**src/rtl/ysyx_24100006_csr_ctrl.sv**
```systemverilog
// CSR / system-instruction sequencer.
// Walks each accepted instruction through IDLE -> READ -> WRITE -> RESP:
// it reads the addressed CSR, issues at most one write or trap strobe,
// then holds the result until the consumer takes it.
module ysyx_24100006_csr_ctrl #(
  parameter int ADDR_WIDTH = 12,
  parameter int DATA_WIDTH = 32
) (
  input  logic                  clk,
  input  logic                  reset,
  input  logic                  in_valid,
  output logic                  in_ready,
  input  logic [1:0]            in_op,
  input  logic [2:0]            in_funct3,
  input  logic [ADDR_WIDTH-1:0] in_addr,
  input  logic [DATA_WIDTH-1:0] in_src,
  input  logic [4:0]            in_idx,
  input  logic [DATA_WIDTH-1:0] in_pc,
  output logic                  out_valid,
  input  logic                  out_ready,
  output logic [DATA_WIDTH-1:0] rd_data,
  output logic                  rd_wen,
  output logic                  redirect,
  output logic [DATA_WIDTH-1:0] redirect_pc,
  output logic [ADDR_WIDTH-1:0] csr_raddr,
  input  logic [DATA_WIDTH-1:0] csr_rdata,
  output logic [ADDR_WIDTH-1:0] csr_waddr,
  output logic [DATA_WIDTH-1:0] csr_wdata,
  output logic                  csr_wen,
  output logic                  csr_irq,
  input  logic [DATA_WIDTH-1:0] mtvec,
  input  logic [DATA_WIDTH-1:0] mepc
);

  localparam logic [1:0] OP_CSR   = 2'b00;
  localparam logic [1:0] OP_ECALL = 2'b01;
  localparam logic [1:0] OP_MRET  = 2'b10;
  localparam logic [DATA_WIDTH-1:0] D_ZERO = {DATA_WIDTH{1'b0}};
  localparam logic [ADDR_WIDTH-1:0] A_ZERO = {ADDR_WIDTH{1'b0}};

  typedef enum logic [1:0] {
    S_IDLE  = 2'b00,
    S_READ  = 2'b01,
    S_WRITE = 2'b10,
    S_RESP  = 2'b11
  } state_t;

  state_t                r_state;
  logic [1:0]            r_op;
  logic [2:0]            r_funct3;
  logic [ADDR_WIDTH-1:0] r_addr;
  logic [DATA_WIDTH-1:0] r_src;
  logic [4:0]            r_idx;
  logic [DATA_WIDTH-1:0] r_pc;
  logic [DATA_WIDTH-1:0] r_old;
  logic [DATA_WIDTH-1:0] r_target;

  logic                  r_in_ready;
  logic                  r_out_valid;
  logic [DATA_WIDTH-1:0] r_rd_data;
  logic                  r_rd_wen;
  logic                  r_redirect;
  logic [DATA_WIDTH-1:0] r_redirect_pc;
  logic [DATA_WIDTH-1:0] r_csr_wdata;
  logic                  r_csr_wen;
  logic                  r_csr_irq;

  logic [DATA_WIDTH-1:0] w_operand;
  logic [DATA_WIDTH-1:0] w_new;
  logic                  w_is_csr;
  logic                  w_csr_wen;
  logic                  w_is_ecall;
  logic                  w_is_mret;

  // Decode the captured instruction and form the candidate new CSR value from the live read data.
  always_comb begin
    w_operand  = r_funct3[2] ? {{(DATA_WIDTH-5){1'b0}}, r_idx} : r_src;
    w_new      = D_ZERO;
    w_is_csr   = (r_op == OP_CSR) && (r_funct3[1:0] != 2'b00);
    w_is_ecall = (r_op == OP_ECALL);
    w_is_mret  = (r_op == OP_MRET);
    case (r_funct3[1:0])
      2'b01:   w_new = w_operand;
      2'b10:   w_new = csr_rdata | w_operand;
      2'b11:   w_new = csr_rdata & ~w_operand;
      default: w_new = D_ZERO;
    endcase
    // Set/clear with x0 / zimm 0 is a pure read; plain write always writes.
    if (w_is_csr) begin
      w_csr_wen = (r_funct3[1:0] == 2'b01) || (r_idx != 5'd0);
    end else begin
      w_csr_wen = 1'b0;
    end
  end

  // Sequencer state plus every registered output, advanced one phase per cycle.
  always_ff @(posedge clk or posedge reset) begin
    if (reset) begin
      r_state       <= S_IDLE;
      r_op          <= 2'b00;
      r_funct3      <= 3'b000;
      r_addr        <= A_ZERO;
      r_src         <= D_ZERO;
      r_idx         <= 5'd0;
      r_pc          <= D_ZERO;
      r_old         <= D_ZERO;
      r_target      <= D_ZERO;
      r_in_ready    <= 1'b1;
      r_out_valid   <= 1'b0;
      r_rd_data     <= D_ZERO;
      r_rd_wen      <= 1'b0;
      r_redirect    <= 1'b0;
      r_redirect_pc <= D_ZERO;
      r_csr_wdata   <= D_ZERO;
      r_csr_wen     <= 1'b0;
      r_csr_irq     <= 1'b0;
    end else begin
      case (r_state)
        S_IDLE: begin
          if (in_valid) begin
            r_op       <= in_op;
            r_funct3   <= in_funct3;
            r_addr     <= in_addr;
            r_src      <= in_src;
            r_idx      <= in_idx;
            r_pc       <= in_pc;
            r_in_ready <= 1'b0;
            r_state    <= S_READ;
          end else begin
            r_state    <= S_IDLE;
          end
        end
        S_READ: begin
          // Sample old value and trap/return vectors now; strobes go out for exactly the WRITE cycle.
          r_old       <= csr_rdata;
          r_target    <= w_is_ecall ? mtvec : (w_is_mret ? mepc : D_ZERO);
          r_csr_wdata <= w_is_ecall ? r_pc : (w_csr_wen ? w_new : D_ZERO);
          r_csr_wen   <= w_csr_wen;
          r_csr_irq   <= w_is_ecall;
          r_state     <= S_WRITE;
        end
        S_WRITE: begin
          r_csr_wdata   <= D_ZERO;
          r_csr_wen     <= 1'b0;
          r_csr_irq     <= 1'b0;
          r_out_valid   <= 1'b1;
          r_rd_data     <= w_is_csr ? r_old : D_ZERO;
          r_rd_wen      <= w_is_csr;
          r_redirect    <= w_is_ecall || w_is_mret;
          r_redirect_pc <= r_target;
          r_state       <= S_RESP;
        end
        S_RESP: begin
          if (out_ready) begin
            r_out_valid   <= 1'b0;
            r_rd_data     <= D_ZERO;
            r_rd_wen      <= 1'b0;
            r_redirect    <= 1'b0;
            r_redirect_pc <= D_ZERO;
            r_in_ready    <= 1'b1;
            r_state       <= S_IDLE;
          end else begin
            r_state       <= S_RESP;
          end
        end
        default: begin
          r_state     <= S_IDLE;
          r_in_ready  <= 1'b1;
          r_out_valid <= 1'b0;
          r_csr_wen   <= 1'b0;
          r_csr_irq   <= 1'b0;
        end
      endcase
    end
  end

  assign in_ready    = r_in_ready;
  assign out_valid   = r_out_valid;
  assign rd_data     = r_rd_data;
  assign rd_wen      = r_rd_wen;
  assign redirect    = r_redirect;
  assign redirect_pc = r_redirect_pc;
  assign csr_raddr   = r_addr;
  assign csr_waddr   = r_addr;
  assign csr_wdata   = r_csr_wdata;
  assign csr_wen     = r_csr_wen;
  assign csr_irq     = r_csr_irq;

endmodule

```
**config.mk**
```make
export PLATFORM = sky130hd
export DESIGN_NAME = ysyx_24100006_csr_ctrl
export DESIGN_NICKNAME = d
export VERILOG_FILES = /design/src/rtl/ysyx_24100006_csr_ctrl.sv
export SDC_FILE = /design/constraint.sdc
export NUM_CORES = 1
export LEC_CHECK = 0
export CORE_MARGIN = 5
export CORE_UTILIZATION = 30
export DETAILED_ROUTE_END_ITERATION = 7
export HOLD_SLACK_MARGIN = 0.12
export PLACE_DENSITY_LB_ADDON = 0.1
export SLEW_MARGIN = 20
export SYNTH_ARGS = -nofsm -noshare
export SYNTH_HDL_FRONTEND = slang
export SYNTH_SLANG_ARGS = --single-unit
```
**constraint.sdc**
```tcl
create_clock -name clk -period 11.02 [get_ports clk]
set_clock_uncertainty 0.15 [all_clocks]
set_input_delay 1.653 -clock clk [delete_from_list [all_inputs] [get_ports clk]]
set_output_delay 1.653 -clock clk [all_outputs]
set_load 0.01 [all_outputs]
```
==> results of run 1 <==
-- cell type report --
class / instances / area share
clock buffers: 47 / 0.05869
clock inverters: 9 / 0.008107
diodes: 1 / 0.0001621
repair buffers: 323 / 0.2088
multi-input cells: 531 / 0.2713
flip-flops and latches: 254 / 0.4123
well taps: 468 / 0.03794
inverters: 9 / 0.002675
-- power by group through the flow --
stage	clock, mW	sequential (mW)	combinational (mW)
after floorplan	0	1.66	1.24
after global placement	0	1.70	1.97
after detailed placement	0	1.71	2.00
after CTS	1.06	1.70	2.00
after global routing	1.10	1.76	2.16
final	1.02	1.70	1.97
-- worst paths after layout --
path                                        from                         to  slack [ns]
setup / recovery                        in_valid    r_funct3[0]$_DFFE_PP0P_        7.51
hold / removal             r_old[10]$_DFFE_PP0N_    rd_data[10]$_DFFE_PP0P_        0.33
setup reg to reg            r_state[0]$_DFF_PP0_  csr_wdata[30]$_DFFE_PP0P_        7.75
hold reg to reg            r_old[10]$_DFFE_PP0N_    rd_data[10]$_DFFE_PP0P_        0.33
max in group asynchronous                  reset    r_funct3[2]$_DFFE_PP0P_        7.65
min in group asynchronous                  reset       r_pc[24]$_DFFE_PP0P_        1.57
-- stage by stage --
step	cells	power, mW	hold slack [ns]
final	1642	4.688	0.3287
after global routing	1641	5.027	0.3460
after CTS	1640	4.763	0.3308
after detailed placement	1584	3.714	0.3191
after global placement	1584	3.676	0.3107
after floorplan	879	2.901	0.3120
-- cells by family (layout without fill, tap and decap cells) --
group / Yosys count / after routing / synth area share
buffers and inverters: 94 / 388 / 0.04447
multiplexers: 126 / 126 / 0.1285
other: 0 / 1 / 0
flip-flops: 254 / 254 / 0.5794
adder cells (fa/ha/maj): 7 / 7 / 0.007981
AO/OA/AOI/OAI: 267 / 267 / 0.1691
AND/OR/NAND/NOR: 131 / 131 / 0.07058
-- per-layer routing --
metal,track usage,share of wire
met1,0.2169,0.44
met2,0.2538,0.46
met3,0.05512,0.076
met4,0.03247,0.017
met5,0,0.0012
-- cells in the mapped netlist, drive strengths merged --
library cell    n  share of area
nand3           2        0.00091
nand2           1        0.00034
mux2i           7         0.0064
a211oi          2         0.0014
a2bb2oi         1        0.00080
a22o           65          0.052
a21o            1        0.00068
nand3b         26          0.018
clkbuf         26         0.0089
nand2b          3         0.0024
nor3            1        0.00046
o21ai          34          0.016
a22oi          32          0.022
o2bb2ai         1        0.00080
nor2b          61          0.035
ha              7         0.0080
nor3b           1         0.0011
mux2          119           0.12
dfrtp         253           0.58
nor2           35          0.012
dfstp           1         0.0024
o211ai         26          0.018
o21a           26          0.018
a31oi          37          0.021
buf            59          0.032
inv             9         0.0031
a21oi          42          0.019
nand4b          1        0.00080
-- state kept, by name, indices dropped and copies added (netlist names), 12 cells and up --
register     flops
r_target        32
redirect_pc     32
r_src           32
csr_wdata       32
r_old           32
rd_data         32
r_pc            32
csr_raddr       12
==> reports/qor.yml, run 1 <==
outcome:
  run_status: "complete, no violations"
placed_design:
  dp.final_hpwl_um: 21990
  gpl.final_weighted_congestion: 0.7263
  io_buffers: 311
  placedInstanceArea_sq_mm: 0.01437
  detailedPlace.worstSlack_ns: 6.897
power_and_ir_drop:
  switching_power_mw: 1.654
  power.combinational.fraction: 0.420
  vdd_drop_max_uv: 278.9
  sequential_share_of_power: 0.362
  power-per-cell-area_mw_per_mm2: 303.8
  power.internal_mw: 3.034
  switching_power_share_of_the_total: 0.3529
  power_frac_clock: 0.218
  power.leakage_nw: 6.324
timing:
  finalHoldViolations: 0
  setup_total_negative_slack_ns: 0
  share_of_the_clock_period_used_by_the_worst_path: 0.3184
  maximum_clock_frequency_mhz: 285.0
  relSlewSlack: 0.3780
  worst-slew-pin-transition_ns: 0.9281
  timing.final.setup_violations: 0
  layout_setup_ws_ns: 7.511
  min_period_ns: 3.509
  rsz0062_at_grt: "no"
  slew_violations: 0
yosys:
  yosys.cell_types.count: 34
  synth_area_sq_mm: 0.01097
  ys_seq_elements: 254
  synth-seq-area-share: 0.5794
  count_of_mapped_cells_out_of_synthesis: 879
  synth-warning-count: 0
  post_synth_net_total: 1072
  syn_avg_cell_area_sq_um: 12.48
job:
  max_cap_viol_count: 0
critical_path:
  rr_worst_depth: 5
  critical_path.endpoint_type: "flip-flop"
  path_cells: "clkdlybuf4s50_1, nand2_4, buf_4, mux2_2"
  total_number_of_cells_along_the_worst_setup_path: 4
  crit_family: "buffers and inverters"
  worst_ep_arrival_time_ns: 3.78
  critPathKind: "in2reg"
  critical-path-slowest-cell: "sky130_fd_sc_hd__buf_4"
  cp_slowest_stage_delay_ns: 0.71
  critical_path_fanouts_max: 53
  worst_ep_required_time_ns: 11.29
  total_buffers_and_inverters_traversed_by_the_critical_path: 2
  start_kind: "input pin"
layout:
  synthToLayoutAreaGrowth_pct: 40.65
  fillers: 3443
  multi_input_combinational_cell_area_sq_mm: 0.004187
  layout_common_cells: "311 x sky130_fd_sc_hd__clkdlybuf4s50_1, 250 x sky130_fd_sc_hd__dfrtp_1, 119 x sky130_fd_sc_hd__mux2_2, 65 x sky130_fd_sc_hd__a22o_1, 58 x sky130_fd_sc_hd__nor2b_1"
  layout.cell_area.non_filler_sq_mm: 0.01543
  regArea_sq_mm: 0.006364
  final_layout_size_suffix_gt1_frac: 0.1637
  layout_commonest_cell: "sky130_fd_sc_hd__clkdlybuf4s50_1"
  nNetsFinal: 1342
  fin_util: 0.4246
route:
  avgRoutedWirePerCell_um: 20.19
  viasPerCell: 4.842
  first_iter_violations: 373
  drt_pass1_iterations: 4
  route.detailed.drc: 0
  wl_um: 33150
  route.antenna.remaining_nets: 0
  detailroute.via_count: 7951
die:
  num_io_pins: 312
  start_util: 0.3019
  fp.coreArea_sq_mm: 0.03635
  dieWidth_um: 201.3
  fp.dieArea_sq_mm: 0.04050
  std_cell_rows: 70
  fp.dieH_um: 201.3
min_path:
  hold_path_cell_cnt: 1
  hold_path.class: "reg2reg"
clock_network:
  postcts_setup_bufs: 0
  root_buffer: "sky130_fd_sc_hd__clkbuf_16"
  clk_path_buf_depth: 3
  htreeDepth: 1
  cts_tree: "done"
  cts-resized-gates: 0
  cts_inserted_buffers: 30
  insertion_delay_ns: 0.55
  cts.reportedPaths.clkPinSlew_ns: 0.06
  holdBufCountCts: 0
  clock-sinks: 254
global_route:
  vias_in_the_first_global_route: 8372
  antenna_found_initial: 4
  grt_usage: 0.1607
  grt_pass1_wl_um: 51780
  gr-total-overflow: 0
  grt_start_max_net_pins: 125
No activity file was read; power rests on OpenSTA's default activity.
==> run 2: changes to the inputs <==
- clock period: 11.02 -> 3 ns (I/O delays scaled with it)
==> reports/qor.yml, run 2 (synthesized netlist as in run 1, its figures left out) <==
placed_design:
  gpl.final_weighted_congestion: 0.6961
  dp.final_hpwl_um: 22480
  detailedPlace.worstSlack_ns: 0.6975
  io_buffers: 311
layout:
  nNetsFinal: 1357
  fillers: 3404
  final_layout_size_suffix_gt1_frac: 0.1692
  synthToLayoutAreaGrowth_pct: 41.40
  layout_common_cells: "311 x sky130_fd_sc_hd__clkdlybuf4s50_1, 250 x sky130_fd_sc_hd__dfrtp_1, 119 x sky130_fd_sc_hd__mux2_2, 65 x sky130_fd_sc_hd__a22o_1, 58 x sky130_fd_sc_hd__nor2b_1"
  fin_util: 0.4269
  layout_commonest_cell: "sky130_fd_sc_hd__clkdlybuf4s50_1"
  num_antenna_cells: 0
power_and_ir_drop:
  switching_power_mw: 6.059
  sequential_share_of_power: 0.357
  switching_power_share_of_the_total: 0.3568
  power.internal_mw: 10.92
  vdd_drop_max_uv: 515.1
  power_frac_clock: 0.198
  power-per-cell-area_mw_per_mm2: 1094
  p_total_mw: 16.98
  power.leakage_nw: 6.369
  power.combinational.fraction: 0.444
job:
  max_cap_viol_count: 0
global_route:
  vias_in_the_first_global_route: 8485
  grt_start_max_net_pins: 76
  grt_usage: 0.1586
  gr-total-overflow: 0
  antenna_found_initial: 6
  grt_pass1_wl_um: 51660
timing:
  slew_violations: 0
  relSlewSlack: 0.2709
  rsz0062_at_grt: "no"
  timing.final.setup_violations: 0
  maximum_clock_frequency_mhz: 433.9
  finalHoldViolations: 0
  share_of_the_clock_period_used_by_the_worst_path: 0.7683
  worst-slew-pin-transition_ns: 1.091
  layout_setup_ws_ns: 0.6951
  min_period_ns: 2.305
die:
  std_cell_rows: 70
  dieWidth_um: 201.3
  fp.coreArea_sq_mm: 0.03635
  start_util: 0.3019
  fp.dieArea_sq_mm: 0.04050
  num_io_pins: 312
  fp.dieH_um: 201.3
clock_network:
  clock-sinks: 254
  cts.reportedPaths.clkPinSlew_ns: 0.06
  cts-resized-gates: 0
  insertion_delay_ns: 0.55
  holdBufCountCts: 0
  clk_path_buf_depth: 3
  cts_inserted_buffers: 30
  htreeDepth: 1
  postcts_setup_bufs: 0
  cts_tree: "done"
  root_buffer: "sky130_fd_sc_hd__clkbuf_16"
critical_path:
  cp_slowest_stage_delay_ns: 0.88
  worst_ep_arrival_time_ns: 2.63
  critical-path-slowest-cell: "sky130_fd_sc_hd__nor2b_4"
  start_kind: "flip-flop"
  path_cells: "inv_1, ha_1, nor2b_4, a31oi_1, o21ai_1"
  critPathKind: "reg2reg"
  critical_path.endpoint_type: "flip-flop"
  rrSetupSlack_ns: 0.70
  critical_path_fanouts_max: 33
  worst_ep_required_time_ns: 3.32
route:
  first_iter_violations: 336
  viasPerCell: 4.847
  met2WireLength_um: 15230
  wl_um: 33010
  m1WireLength_um: 14830
  avgRoutedWirePerCell_um: 20.00
  route.antenna.remaining_nets: 0
  uppermost_signal_routing_layer_after_detailed_routing: "met5"
  routed_met3_length_um: 2309
  drt_pass1_iterations: 4
  detailroute.via_count: 7997
  route.detailed.drc: 0
min_path:
  hold_path.class: "in2async"
outcome:
  run_status: "complete, no violations"
==> run 2: cell count changes in the layout (fill, tap and decap cells not counted), moves of 2 or more <==
cell,change
sky130_fd_sc_hd__buf_12,+10
sky130_fd_sc_hd__buf_4,+6
sky130_fd_sc_hd__bufinv_16,-3
sky130_fd_sc_hd__clkinv_2,-2
==> run 2: path summary, 6_finish.rpt <==
path | from | end | cells past startpoint
min in group clk | rd_wen$_DFFE_PP0P_ | rd_wen$_DFFE_PP0P_ | 1
hold / removal | reset | r_src[22]$_DFFE_PP0P_ | 2
max in group asynchronous | reset | r_funct3[2]$_DFFE_PP0P_ | 3
hold reg to reg | rd_wen$_DFFE_PP0P_ | rd_wen$_DFFE_PP0P_ | 1
setup reg to reg | r_state[0]$_DFF_PP0_ | csr_wdata[18]$_DFFE_PP0P_ | 5
setup / recovery | r_state[0]$_DFF_PP0_ | csr_wdata[18]$_DFFE_PP0P_ | 5
==> run 2: worst max-delay path, delay by kind of cell, from the launching register on <==
family / cells / cell delay, ns
flops: 1 / 0.42
fa+ha+maj: 1 / 0.33
buf+inv: 1 / 0.13
simple gates: 1 / 0.88
compound gates: 2 / 0.33
==> run 2: power by group through the flow <==
stage	Clock (mW)	Combinational, mW	Sequential [mW]
finish	3.37	7.54	6.07
global route	3.64	8.25	6.29
CTS	3.51	7.71	6.09
detailed placement	0	7.69	6.13
global placement	0	7.60	6.09
floorplan	0	4.56	6.10
==> run 2: final cells by class <==
type,count,area (sq um),share of cell area
flip-flops and latches,254,6361,0.4100
well taps,468,585.6,0.03774
clock buffers,46,870.8,0.05612
multi-input cells,531,4187,0.2698
repair buffers,338,3441,0.2218
clock inverters,4,33.78,0.002177
inverters,9,37.54,0.002419
==> run 2: routing by layer <==
layer	vias up	track usage
met5	-	0
met1	3964	0.2124
met4	12	0.02832
li1	3779	-
met2	199	0.2561
met3	43	0.05205
==> run 2: stage by stage <==
stage               hold WS [ns]  cell area (sq um)  TNS, ns  cells
finish                    0.1411              15520        0   1650
global route              0.1579              15520        0   1650
CTS                       0.1301              15520        0   1650
detailed placement        0.3190              14610        0   1600
global placement          0.3118              14610        0   1600
floorplan                 0.3120              10980  -238.60    879
==> run 3: changes to the inputs <==
- clock period: 3 -> 2.05 ns (I/O delays scaled with it)
==> reports/qor.yml, run 3 (synthesized netlist as in run 1, its figures left out) <==
critical_path:
  path_cells: "clkdlybuf4s50_1"
  crit_family: "buffers and inverters"
  worst_r2r_endpoint: "csr_wdata[30]$_DFFE_PP0P_"
  cp_slowest_stage_delay_ns: 0.57
  worst_ep_arrival_time_ns: 1.50
  critical_path.endpoint_type: "output pin"
  worst_ep_required_time_ns: 1.59
  critPathKind: "reg2out"
  reg2reg_from: "r_state[0]$_DFF_PP0_"
  rr_worst_depth: 8
  critical-path-slowest-cell: "sky130_fd_sc_hd__clkdlybuf4s50_1"
  start_kind: "flip-flop"
  critical_path_fanouts_max: 2
  rrSetupSlack_ns: 0.18
  total_buffers_and_inverters_traversed_by_the_critical_path: 1
  worst_setup_path_startpoint: "rd_data[0]$_DFFE_PP0P_"
route:
  wl_um: 33120
  detailroute.via_count: 8112
  drt_pass1_iterations: 4
  avgRoutedWirePerCell_um: 19.69
  route.antenna.remaining_nets: 0
  route.detailed.drc: 0
  viasPerCell: 4.823
  first_iter_violations: 283
power_and_ir_drop:
  power-per-cell-area_mw_per_mm2: 1618
  vdd_drop_max_uv: 857.3
  power.leakage_nw: 6.614
  p_total_mw: 25.78
global_route:
  grt_start_max_net_pins: 48
  grt_usage: 0.1595
  grt_pass1_wl_um: 51590
  gr-total-overflow: 0
  antenna_found_initial: 10
  vias_in_the_first_global_route: 8498
job:
  max_cap_viol_count: 0
timing:
  maximum_clock_frequency_mhz: 510.6
  setup_total_negative_slack_ns: 0
  min_period_ns: 1.959
  rsz0062_at_grt: "no"
  share_of_the_clock_period_used_by_the_worst_path: 0.9554
  slew_violations: 0
  worst-slew-pin-transition_ns: 0.4046
  timing.final.setup_violations: 0
  finalHoldViolations: 0
  relSlewSlack: 0.7303
layout:
  post_layout_nonfiller_instances: 1682
  fin_util: 0.4383
  regArea_sq_mm: 0.006361
  layout_commonest_cell: "sky130_fd_sc_hd__clkdlybuf4s50_1"
  layout_common_cells: "308 x sky130_fd_sc_hd__clkdlybuf4s50_1, 250 x sky130_fd_sc_hd__dfrtp_1, 119 x sky130_fd_sc_hd__mux2_2, 65 x sky130_fd_sc_hd__a22o_1, 58 x sky130_fd_sc_hd__nor2b_1"
  fillers: 3410
  final_layout_size_suffix_gt1_frac: 0.1916
  multi_input_combinational_cell_area_sq_mm: 0.004187
  nNetsFinal: 1381
  synthToLayoutAreaGrowth_pct: 45.20
  layout.cell_area.non_filler_sq_mm: 0.01593
die:
  fp.coreArea_sq_mm: 0.03635
  num_io_pins: 312
  fp.dieArea_sq_mm: 0.04050
  dieWidth_um: 201.3
  start_util: 0.3019
  std_cell_rows: 70
  fp.dieH_um: 201.3
clock_network:
  clock-sinks: 254
  insertion_delay_ns: 0.55
  cts_tree: "done"
  cts.reportedPaths.clkPinSlew_ns: 0.06
  htreeDepth: 1
  cts_inserted_buffers: 29
  root_buffer: "sky130_fd_sc_hd__clkbuf_16"
  clk_path_buf_depth: 3
placed_design:
  dp_cells: 1619
  dp.final_hpwl_um: 23630
  placedInstanceArea_sq_mm: 0.01489
  io_buffers: 311
  gpl.final_weighted_congestion: 0.7111
min_path:
  timing.hold.worst_endpoint: "r_pc[6]$_DFFE_PP0P_"
  timing.hold.worst.start: "in_pc[6]"
  hold_path.class: "in2reg"
  hold_path_cell_cnt: 2
outcome:
  run_status: "complete, no violations"
-- run 3: timing repair --
action | CTS | global route
hold buffers | 1 | 0
endpoints found under the hold margin | 108 | 0
resized for setup | 1 | 3
endpoints found under the setup margin | 1 | 44
pin swaps | 0 | 1
buffers inserted | 0 | 5
-- run 3: worst max path at each step --
stage                                       end  cells after the start
floorplan                   csr_irq$_DFFE_PP0P_                      1
detailed placement  redirect_pc[15]$_DFFE_PP0P_                      4
CTS                               csr_wdata[30]                      1
global route                         rd_data[7]                      1
global placement    redirect_pc[15]$_DFFE_PP0P_                      4
finish                               rd_data[0]                      1
-- run 3: final cells by class --
cell class,count,share of cell area
timing repair buffer,363,0.2370
clock buffer,41,0.05214
inverter,9,0.002356
clock inverter,13,0.009267
sequential,254,0.3992
tap,468,0.03675
multi-input combinational,531,0.2628
antenna,3,0.0004712
-- run 3: where the power goes --
group / internal (mW) / switching, mW / leakage, nW
clock network: 3.19 / 2.09 / 0.490
registers: 7.42 / 1.42 / 3.14
logic: 6.19 / 5.48 / 2.99
-- run 3: metrics by stage --
stage,hold WS (ns),setup WS (ns)
2_1_floorplan,0.2817,-1.750
3_3_place_gp,0.3152,0.07667
3_5_place_dp,0.3193,0.04734
4_1_cts,0.1754,0.0007818
5_1_grt,0.1792,0.004544
6_report,0.2112,0.09146
-- run 3: metal layers --
layer | global-route usage | vias up | share of wire
li1 | - | 3846 | -
met1 | 0.2103 | 4001 | 0.44
met2 | 0.2568 | 208 | 0.46
met3 | 0.05592 | 43 | 0.078
met4 | 0.03247 | 14 | 0.012
met5 | 0 | - | 0.0027
